`src/rtl/dot_accum_if.sv`:
```
// dot_accum_if: beat-issue side (from the MAC cluster controller) and
// result side (to the softmax/score stage) of the dot-product accumulator.
interface dot_accum_if #(
   parameter int PROD_WIDTH = 16,
   parameter int ACC_WIDTH  = 32
);
   logic                  in_valid;
   logic                  in_last;
   logic                  in_ready;
   logic [PROD_WIDTH-1:0] psum;
   logic                  dot_valid;
   logic                  dot_ready;
   logic [ACC_WIDTH-1:0]  dot_out;
   logic                  busy;
   logic                  err_len;

   modport master (
      output in_valid, in_last, psum, dot_ready,
      input  in_ready, dot_valid, dot_out, busy, err_len
   );

   modport slave (
      input  in_valid, in_last, psum, dot_ready,
      output in_ready, dot_valid, dot_out, busy, err_len
   );
endinterface

```
`src/rtl/dot_accum.sv`:
```
// dot_accum: sums the MAC cluster's per-beat partial sums into full dot
// products. A {valid,last} delay line follows each beat through the cluster
// so its flags line up with its psum; finished results wait in a 2-entry
// FIFO until the score stage takes them.
module dot_accum #(
   parameter int PROD_WIDTH = 16,
   parameter int ACC_WIDTH  = 32,
   parameter int LAT        = 4,
   parameter int MAX_CHUNKS = 64,
   parameter bit SIGNED     = 1'b1
) (
   input logic        clk,
   input logic        rst,
   dot_accum_if.slave bus
);
   localparam int CNT_W = $clog2(MAX_CHUNKS + 1);
   localparam int LIF_W = $clog2(LAT + 3);

   typedef enum logic {IDLE = 1'b0, ACCUM = 1'b1} state_t;

   // Widen a partial sum to accumulator width.
   function automatic logic signed [ACC_WIDTH-1:0] extend(input logic [PROD_WIDTH-1:0] p);
      if (SIGNED) return ACC_WIDTH'($signed(p));
      return ACC_WIDTH'(p);
   endfunction

   // Accumulator add; overflow wraps, no saturation.
   function automatic logic signed [ACC_WIDTH-1:0] wrap_add(input logic signed [ACC_WIDTH-1:0] a,
                                                             input logic signed [ACC_WIDTH-1:0] b);
      return a + b;
   endfunction

   logic                        in_ready;
   logic                        beat_ok;
   logic                        beat_last;
   logic [LAT-1:0]              vld_p;
   logic [LAT-1:0]              last_p;
   logic                        d_valid;
   logic                        d_last;
   logic [LIF_W-1:0]            lasts_in_flight;

   state_t                      state_q;
   state_t                      state_d;
   logic signed [ACC_WIDTH-1:0] acc_q;
   logic signed [ACC_WIDTH-1:0] acc_d;
   logic signed [ACC_WIDTH-1:0] ext;
   logic signed [ACC_WIDTH-1:0] sum;
   logic signed [ACC_WIDTH-1:0] push_data;
   logic [CNT_W-1:0]            cnt_q;
   logic [CNT_W-1:0]            cnt_d;
   logic [CNT_W-1:0]            cnt_inc;
   logic                        err_q;
   logic                        err_set;
   logic                        push;
   logic                        push_ok;
   logic                        pop;

   logic [ACC_WIDTH-1:0]        mem [2];
   logic                        wr_ptr;
   logic                        rd_ptr;
   logic [1:0]                  fifo_cnt;
   logic                        dot_valid;

   // A last offered while in_ready is low is dropped whole, so it can never
   // reach a full FIFO; non-last beats are always taken.
   assign beat_ok   = bus.in_valid & ~(bus.in_last & ~in_ready);
   assign beat_last = bus.in_valid & bus.in_last & in_ready;

   // Delay line: stage LAT-1 carries the flags of the psum on the bus now.
   always_ff @(posedge clk) begin
      if (rst) begin
         vld_p  <= '0;
         last_p <= '0;
      end else begin
         vld_p[0]  <= beat_ok;
         last_p[0] <= beat_last;
         for (int i = 1; i < LAT; i++) begin
            vld_p[i]  <= vld_p[i-1];
            last_p[i] <= last_p[i-1];
         end
      end
   end

   assign d_valid = vld_p[LAT-1];
   assign d_last  = last_p[LAT-1];

   // Count finished vectors still inside the cluster; each will need a FIFO slot.
   always_comb begin
      lasts_in_flight = '0;
      for (int i = 0; i < LAT; i++) lasts_in_flight = lasts_in_flight + LIF_W'(last_p[i]);
   end

   assign in_ready = (LIF_W'(fifo_cnt) + lasts_in_flight) < LIF_W'(2);

   assign ext     = extend(bus.psum);
   assign sum     = wrap_add(acc_q, ext);
   assign cnt_inc = (cnt_q == CNT_W'(MAX_CHUNKS)) ? cnt_q : cnt_q + CNT_W'(1);

   // Accumulator FSM next-state: start, extend or close a vector on each aligned beat.
   always_comb begin
      state_d   = state_q;
      acc_d     = acc_q;
      cnt_d     = cnt_q;
      push      = 1'b0;
      push_data = ext;
      err_set   = 1'b0;
      case (state_q)
         IDLE: begin
            if (d_valid) begin
               if (d_last) begin
                  push      = 1'b1;
                  push_data = ext;
               end else begin
                  acc_d   = ext;
                  cnt_d   = CNT_W'(1);
                  state_d = ACCUM;
                  err_set = (MAX_CHUNKS <= 1);
               end
            end
         end
         ACCUM: begin
            if (d_valid) begin
               if (d_last) begin
                  push      = 1'b1;
                  push_data = sum;
                  acc_d     = '0;
                  cnt_d     = '0;
                  state_d   = IDLE;
               end else begin
                  acc_d   = sum;
                  cnt_d   = cnt_inc;
                  err_set = (cnt_inc == CNT_W'(MAX_CHUNKS));
               end
            end
         end
         default: state_d = IDLE;
      endcase
   end

   // Accumulator FSM state, running sum, beat count and sticky length error.
   always_ff @(posedge clk) begin
      if (rst) begin
         state_q <= IDLE;
         acc_q   <= '0;
         cnt_q   <= '0;
         err_q   <= 1'b0;
      end else begin
         state_q <= state_d;
         acc_q   <= acc_d;
         cnt_q   <= cnt_d;
         if (err_set) err_q <= 1'b1;
      end
   end

   assign dot_valid = (fifo_cnt != 2'd0);
   assign pop       = dot_valid & bus.dot_ready;
   assign push_ok   = push & ((fifo_cnt != 2'd2) | pop);

   // Result FIFO: two entries, ordered, push and pop in the same cycle allowed.
   always_ff @(posedge clk) begin
      if (rst) begin
         mem[0]   <= '0;
         mem[1]   <= '0;
         wr_ptr   <= 1'b0;
         rd_ptr   <= 1'b0;
         fifo_cnt <= 2'd0;
      end else begin
         if (push_ok) begin
            mem[wr_ptr] <= push_data;
            wr_ptr      <= ~wr_ptr;
         end
         if (pop) rd_ptr <= ~rd_ptr;
         case ({push_ok, pop})
            2'b10:   fifo_cnt <= fifo_cnt + 2'd1;
            2'b01:   fifo_cnt <= fifo_cnt - 2'd1;
            default: fifo_cnt <= fifo_cnt;
         endcase
      end
   end

   assign bus.in_ready  = in_ready;
   assign bus.dot_valid = dot_valid;
   assign bus.dot_out   = mem[rd_ptr];
   assign bus.busy      = (state_q == ACCUM) | (|vld_p);
   assign bus.err_len   = err_q;
endmodule

```
`src/flat_wrapper.sv`:
```
// flat-port wrapper written by rule: the top's interface ports become plain ports
module dot_accum_flat 
#(
   parameter int PROD_WIDTH = 16,
   parameter int ACC_WIDTH  = 32,
   parameter int LAT        = 4,
   parameter int MAX_CHUNKS = 64,
   parameter bit SIGNED     = 1'b1
)
  (clk, rst, bus_in_valid, bus_in_last, bus_psum, bus_dot_ready, bus_in_ready, bus_dot_valid, bus_dot_out, bus_busy, bus_err_len);
  dot_accum_if #(.PROD_WIDTH(PROD_WIDTH), .ACC_WIDTH(ACC_WIDTH)) bus_i ();
  input logic clk;
  input logic rst;
  input wire logic [$bits(bus_i.in_valid)-1:0] bus_in_valid;
  input wire logic [$bits(bus_i.in_last)-1:0] bus_in_last;
  input wire logic [$bits(bus_i.psum)-1:0] bus_psum;
  input wire logic [$bits(bus_i.dot_ready)-1:0] bus_dot_ready;
  output wire logic [$bits(bus_i.in_ready)-1:0] bus_in_ready;
  output wire logic [$bits(bus_i.dot_valid)-1:0] bus_dot_valid;
  output wire logic [$bits(bus_i.dot_out)-1:0] bus_dot_out;
  output wire logic [$bits(bus_i.busy)-1:0] bus_busy;
  output wire logic [$bits(bus_i.err_len)-1:0] bus_err_len;
  assign bus_i.in_valid = bus_in_valid;
  assign bus_i.in_last = bus_in_last;
  assign bus_i.psum = bus_psum;
  assign bus_i.dot_ready = bus_dot_ready;
  assign bus_in_ready = bus_i.in_ready;
  assign bus_dot_valid = bus_i.dot_valid;
  assign bus_dot_out = bus_i.dot_out;
  assign bus_busy = bus_i.busy;
  assign bus_err_len = bus_i.err_len;
  dot_accum #(.PROD_WIDTH(PROD_WIDTH), .ACC_WIDTH(ACC_WIDTH), .LAT(LAT), .MAX_CHUNKS(MAX_CHUNKS), .SIGNED(SIGNED)) u_core (.clk(clk), .rst(rst), .bus(bus_i));
endmodule
```
`config.mk`:
```
export PLATFORM = sky130hd
export DESIGN_NAME = dot_accum_flat
export DESIGN_NICKNAME = d
export VERILOG_FILES = /design/src/rtl/dot_accum_if.sv /design/src/rtl/dot_accum.sv /design/src/flat_wrapper.sv
export SDC_FILE = /design/constraint.sdc
export NUM_CORES = 1
export LEC_CHECK = 0
export CAP_MARGIN = 20
export CELL_PAD_IN_SITES_DETAIL_PLACEMENT = 2
export CELL_PAD_IN_SITES_GLOBAL_PLACEMENT = 2
export CORE_ASPECT_RATIO = 1.25
export CORE_MARGIN = 5
export CORE_UTILIZATION = 33
export DETAILED_ROUTE_END_ITERATION = 12
export PLACE_DENSITY_LB_ADDON = 0.1
export SLEW_MARGIN = 10
export SYNTH_ARGS = -nofsm -noshare
export SYNTH_HDL_FRONTEND = slang
export SYNTH_SLANG_ARGS = --single-unit
```
`constraint.sdc`:
```
create_clock -name clk -period 2.5 [get_ports clk]
set_input_delay 0.25 -clock clk [delete_from_list [all_inputs] [get_ports clk]]
set_output_delay 0.25 -clock clk [all_outputs]
set_load 0.1 [all_outputs]
```
==> impl_metrics.json, run 1 <==
{
  "critical_path.cell_chain": "buf_6, fa_2, a21oi_2, o211ai_1, buf_4, a22oi_2, buf_6, o31a_1, o21bai_2, xnor2_2, a21oi_1, nor2_1",
  "dieArea_um2": 24700,
  "cp_slowest_cell": "fa_2",
  "n_antenna_cell": 0,
  "syn_area_um2": 7140,
  "cp_max_fo": 3,
  "layout_commonest_cell": "buf_4",
  "synth_cells": 785,
  "crit_top_cell": "buf_6",
  "gr-usage-all-layers_pct": 28.8,
  "cp_slowest_stage_delay_ns": 0.40,
  "cellLeakagePower_nw": 4.73,
  "synth_ff_type": "edfxtp_1",
  "drt_wl_total_um": 42900,
  "drc_errors": 0,
  "clkTransAtPathRegs_ns": 0.07,
  "ios": 57,
  "dpl.hpwl_um": 21000,
  "post-place-ws_ns": -0.979,
  "wl_per_cell_um": 33.0,
  "end_kind": "flip-flop",
  "vias": 7877,
  "placed_area_um2": 9560,
  "syn_to_final_growth_pct": 63.8,
  "layout_common_cells": "buf_4, nor2_1, edfxtp_1",
  "powerDensity_nw_per_um2": 508,
  "regToRegSetupSlack_ns": -0.55,
  "place.gp.congestion": 0.836,
  "fp.dieW_um": 142,
  "grt-ovfl-total": 0,
  "cts_tree": "done",
  "grt_pass1_vias": 8554,
  "cts.root.buffer_cell": "clkbuf_16",
  "cp_top_family": "compound AO/OA/AOI/OAI gates",
  "cp-start-kind": "flip-flop",
  "rsz0062_at_grt": "true",
  "first_pass_iters": 5,
  "fmax_mhz": 328,
  "synth_fp_nets": 844,
  "period_needed_ns": 3.05,
  "setup_slack_ns": -0.549,
  "postLayoutCellArea_um2": 11700,
  "nets": 1066,
  "relSlewSlack_pct": 18.0,
  "synth-seq-cells": 118,
  "cts.sinks": 118,
  "finalHoldViolCount": 0,
  "rows": 60,
  "grt_max_degree": 33,
  "fin_util_pct": 54.6,
  "cts_buffer_depth": 2,
  "crit_type": "flip-flop to flip-flop",
  "max_slew.worst_pin.slew_ns": 1.23,
  "final.setup.tns_ns": -23.22,
  "die_h_um": 174,
  "synth_area_per_cell_um2": 9.09,
  "async_reset_ff_share_pct": 0,
  "synth_edf_count": 64,
  "violations": "setup timing",
  "worstPathRequired_ns": 2.69,
  "yosysUniqueCellTypes": 64,
  "portBuffers": 56,
  "cp.arrival_ns": 3.24,
  "core_area_um2": 21400,
  "drive_gt1_share_pct": 47.3,
  "drt_iter0_markers": 573,
  "viasPerCell": 6.06,
  "grt_pass1_wl_um": 53600,
  "hold_path.class": "input pin to flip-flop",
  "insertion_delay_ns": 0.45,
  "cts_buffers": 17,
  "htree_levels": 4,
  "maxSlewViolCount": 0,
  "setup_viol": 72,
  "finClkSkew_ns": 0.0107,
  "synth_seq_area_share_pct": 42.1,
  "ant_nets": 0,
  "p_total_mw": 5.94,
  "antenna_found_initial": 1,
  "timing.final.crit_share_pct": 122,
  "peakVddDrop_mv": 0.570,
  "status": "complete, but fails checks",
  "yosysWarnings": 0,
  "cap_violations": 0,
  "path_buf_inv": 3,
  "initial_core_util_pct": 33.4
}
-- report_power, final --
part	internal [mW]	switching [mW]	leakage, nW	total, mW
sequential	2.08	0.0307	1.11	2.11
combinational	0.474	0.708	3.34	1.18
clock	1.50	1.15	0.284	2.64
-- final timing paths --
path,from,endpoint,cells past startpoint
hold / removal,rst,u_core.cnt_q[3],3
setup reg to reg,u_core.acc_q[1],u_core.mem[0][22],12
setup / recovery,u_core.acc_q[1],u_core.mem[0][22],12
hold reg to reg,u_core.last_p[2],u_core.last_p[3],1
-- flip-flops by register name, summed over array words and instances (netlist names), named ones only --
register,cells
u_core.bus.err_len,1
u_core.acc_q,32
u_core.mem,64
u_core.vld_p,4
u_core.rd_ptr,1
u_core.last_p,4
u_core.fifo_cnt,2
u_core.wr_ptr,1
u_core.cnt_q,7
-- Yosys cell counts, types with 3 or more instances --
cell,count,area share [%]
xor2_1,10,1.2
o21a_1,5,0.53
nor2_1,142,7.5
clkbuf_1,37,1.9
buf_1,6,0.32
nor3_1,31,2.2
fa_1,3,0.84
or4_1,3,0.32
and3_1,4,0.35
a21o_1,19,2.0
xnor2_1,27,3.3
dfxtp_1,54,15
nor2b_1,11,0.96
nand3_1,24,1.7
buf_2,3,0.21
o21bai_1,12,1.3
o31ai_1,4,0.42
nor4_1,5,0.44
a22oi_1,8,0.84
edfxtp_1,64,27
inv_1,19,1.0
o21ai_0,27,1.9
nand4_1,8,0.70
mux2_2,34,5.4
nand2b_1,3,0.26
a31oi_1,4,0.35
nand2_1,43,2.3
a221oi_1,7,0.86
ha_1,35,6.1
mux2i_1,18,2.5
a21oi_1,67,4.7
a211oi_1,9,0.95
-- cells by family (layout without fill, tap and decap cells) --
group,after synthesis,count (layout),synth area share (%)
AO/OA/AOI/OAI,190,190,17.4
XOR/XNOR,37,37,4.54
adder cells (fa/ha/maj),38,38,6.98
buffers and inverters,66,301,3.52
flip-flops,118,118,42.1
multiplexers,52,52,7.89
AND/OR/NAND/NOR,284,284,17.6
-- per-stage QoR --
| step | hold WS (ns) | std cells |
|---|---|---|
| after floorplan | 0.406 | 785 |
| after global placement | 0.444 | 1234 |
| after detailed placement | 0.472 | 1234 |
| after CTS | 0.347 | 1290 |
| after global routing | 0.390 | 1299 |
| final | 0.388 | 1299 |
-- routing by layer --
| layer | global-route usage (%) | vias up | share of wire (%) |
|---|---|---|---|
| met5 | 0 | - | 0.030 |
| met4 | 12.1 | 2 | 5.7 |
| met3 | 3.80 | 159 | 4.8 |
| met2 | 53.7 | 395 | 51 |
| met1 | 32.2 | 4027 | 38 |
| li1 | - | 3294 | - |
-- repair_timing --
action	in CTS	in global routing
buffers inserted	24	15
hold buffers	0	0
pin swaps	57	68
cloned	0	0
endpoints found under the setup margin	72	75
gates resized for setup	137	126
-- worst register-to-register path, cell delays in order, from the launching register on --
cell and delay, ns:
dfxtp_4 0.37, buf_6 0.13, fa_2 0.40, a21oi_2 0.18, o211ai_1 0.20, buf_4 0.22, a22oi_2 0.18, buf_6 0.16
o31a_1 0.24, o21bai_2 0.12, xnor2_2 0.20, a21oi_1 0.30, nor2_1 0.09
-- layout make-up --
class                      count  area [µm²]
fill                        2087        9700
multi-input combinational    601        5170
sequential                   118        3020
timing repair buffer         249        2490
clock buffer                  18         429
tap                          279         349
clock inverter                14         163
inverter                      20        75.1
Note: power is estimated with default switching activity, not from simulation.
==> run 2, diff against run 1 <==
--- a/config.mk
+++ b/config.mk
@@ -5,14 +5,14 @@
 export SDC_FILE = /design/constraint.sdc
 export NUM_CORES = 1
 export LEC_CHECK = 0
-export CAP_MARGIN = 20
 export CELL_PAD_IN_SITES_DETAIL_PLACEMENT = 2
 export CELL_PAD_IN_SITES_GLOBAL_PLACEMENT = 2
 export CORE_ASPECT_RATIO = 1.25
-export CORE_MARGIN = 5
+export CORE_MARGIN = 4
 export CORE_UTILIZATION = 33
 export DETAILED_ROUTE_END_ITERATION = 12
 export PLACE_DENSITY_LB_ADDON = 0.1
+export RECOVER_POWER = 100
 export SLEW_MARGIN = 10
 export SYNTH_ARGS = -nofsm -noshare
 export SYNTH_HDL_FRONTEND = slang
==> impl_metrics.json, run 2 (synthesized netlist as in run 1, its figures left out) <==
{
  "syn_to_final_growth_pct": 60.3,
  "cts_tree": "done",
  "post-place-ws_ns": -1.04,
  "nets": 1068,
  "largest_register_ffs": 64,
  "cts.root.buffer_cell": "clkbuf_16",
  "finalHoldViolCount": 0,
  "dieArea_um2": 24100,
  "fill_cells": 2088,
  "maxSlewViolCount": 0,
  "drt_wl_total_um": 42400,
  "multi_input_area_um2": 4910,
  "rsz0062_at_grt": "true",
  "drive_gt1_share_pct": 44.8,
  "final.setup.tns_ns": -25.50,
  "violations": "setup timing",
  "rows": 59,
  "grt_pass1_vias": 8493,
  "layout_commonest_cell": "buf_4",
  "setup_slack_ns": -0.599,
  "relSlewSlack_pct": 44.1,
  "grt_max_degree": 35,
  "hold_path.class": "input pin to flip-flop",
  "clkTransAtPathRegs_ns": 0.06,
  "p_total_mw": 5.99,
  "n_antenna_cell": 0,
  "gr-usage-all-layers_pct": 29.7,
  "cap_violations": 0,
  "biggestRegsByFlops": "u_core.mem x64, u_core.acc_q x32, u_core.cnt_q x7",
  "cp_max_fo": 3,
  "regArea_um2": 3010,
  "grt_pass1_wl_um": 54300,
  "hold_ws_ns": 0.344,
  "max_slew.worst_pin.slew_ns": 0.832,
  "vias": 7807,
  "cp-start-kind": "flip-flop",
  "cts.sinks": 118,
  "first_pass_iters": 7,
  "layout_common_cells": "buf_4, nor2_1, edfxtp_1",
  "finClkSkew_ns": 0.0125,
  "setup_viol": 74,
  "viasPerCell": 6.02,
  "period_needed_ns": 3.10,
  "timing.final.crit_share_pct": 124,
  "grt-ovfl-total": 0,
  "fmax_mhz": 323,
  "peakVddDrop_mv": 0.534,
  "drt_iter0_markers": 579,
  "status": "complete, but fails checks",
  "powerDensity_nw_per_um2": 523,
  "top_register": "u_core.mem",
  "antenna_found_initial": 0,
  "portBuffers": 56,
  "core_area_um2": 21000,
  "insertion_delay_ns": 0.45,
  "worstPathRequired_ns": 2.83,
  "fp.dieW_um": 140,
  "drc_errors": 0,
  "place.gp.congestion": 0.859,
  "initial_core_util_pct": 33.9,
  "fin_util_pct": 54.4,
  "htree_levels": 4,
  "cellLeakagePower_nw": 4.68,
  "ios": 57,
  "cp.arrival_ns": 3.43,
  "end_kind": "flip-flop",
  "dpl.hpwl_um": 20700,
  "ant_nets": 0,
  "crit_type": "flip-flop to flip-flop",
  "wl_per_cell_um": 32.7,
  "die_h_um": 172,
  "cts_buffer_depth": 2,
  "cts_buffers": 17
}
-- run 2: changes by cell type in the layout (fill, tap and decap cells not counted), sizes merged --
cell and delta:
clkinvlp -1, clkdlybuf4s50 +1, dlymetal6s2s -1, clkinv +5, inv -5, buf +2, bufinv +1
-- run 2: layout make-up --
cell class / instances / area share [%]
inverters: 20 / 0.656
repair buffers: 251 / 21.8
well taps: 274 / 3.00
flip-flops and latches: 118 / 26.3
multi-input cells: 601 / 43.0
clock buffers: 18 / 3.75
clock inverters: 14 / 1.55
-- run 2: worst max-delay path, cell delays in order, from the launching register on --
cell and delay, ns:
dfxtp_2 0.35, ha_4 0.18, fa_2 0.37, a21oi_2 0.18, o211ai_1 0.22, buf_4 0.23
buf_6 0.11, a22oi_2 0.18, buf_6 0.15, o31a_1 0.26, o21bai_2 0.12, xnor2_2 0.27
a21oi_1 0.12, nor3_1 0.25
-- run 2: path summary, 6_finish.rpt --
path,start,endpoint,slack [ns],depth (start not counted)
setup / recovery,u_core.acc_q[0],u_core.acc_q[22],-0.60,13
hold / removal,rst,u_core.cnt_q[6],0.34,2
setup reg to reg,u_core.acc_q[0],u_core.acc_q[22],-0.60,13
hold reg to reg,u_core.vld_p[0],u_core.vld_p[1],0.48,1
-- run 2: where the power goes --
| group | internal (mW) | total (mW) | switching [mW] |
|---|---|---|---|
| combinational | 0.461 | 1.15 | 0.687 |
| clock | 1.58 | 2.72 | 1.14 |
| sequential | 2.08 | 2.11 | 0.0302 |
| total | 4.13 | 5.99 | 1.86 |
-- run 2: metal layers --
| layer | GRT usage, % | share of wire, % |
|---|---|---|
| met5 | 0 | 0 |
| met4 | 14.6 | 5.0 |
| met3 | 4.73 | 5.0 |
| met2 | 54.0 | 52 |
| met1 | 34.1 | 38 |
-- run 2: through the flow --
| stage | std cells | area, µm² |
|---|---|---|
| 5_1_grt | 1296 | 11400 |
| 3_5_place_dp | 1232 | 9570 |
| 6_report | 1296 | 11400 |
| 3_3_place_gp | 1232 | 9570 |
| 4_1_cts | 1281 | 10900 |
| 2_1_floorplan | 785 | 7230 |
-- run 2: timing repair --
action / 4_1_cts / 5_1_grt
pin swaps: 32 / 48
hold endpoints to repair: 0 / 0
gates resized for setup: 117 / 98
hold buffers: 0 / 0
setup buffers: 20 / 18
endpoints found under the setup margin: 68 / 72
==> run 3, diff against run 2 <==
--- a/config.mk
+++ b/config.mk
@@ -5,6 +5,7 @@
 export SDC_FILE = /design/constraint.sdc
 export NUM_CORES = 1
 export LEC_CHECK = 0
+export CAP_MARGIN = 25
 export CELL_PAD_IN_SITES_DETAIL_PLACEMENT = 2
 export CELL_PAD_IN_SITES_GLOBAL_PLACEMENT = 2
 export CORE_ASPECT_RATIO = 1.25
==> results of run 3 <==
No change in the layout: final DEF, timing and power equal those of run 2.
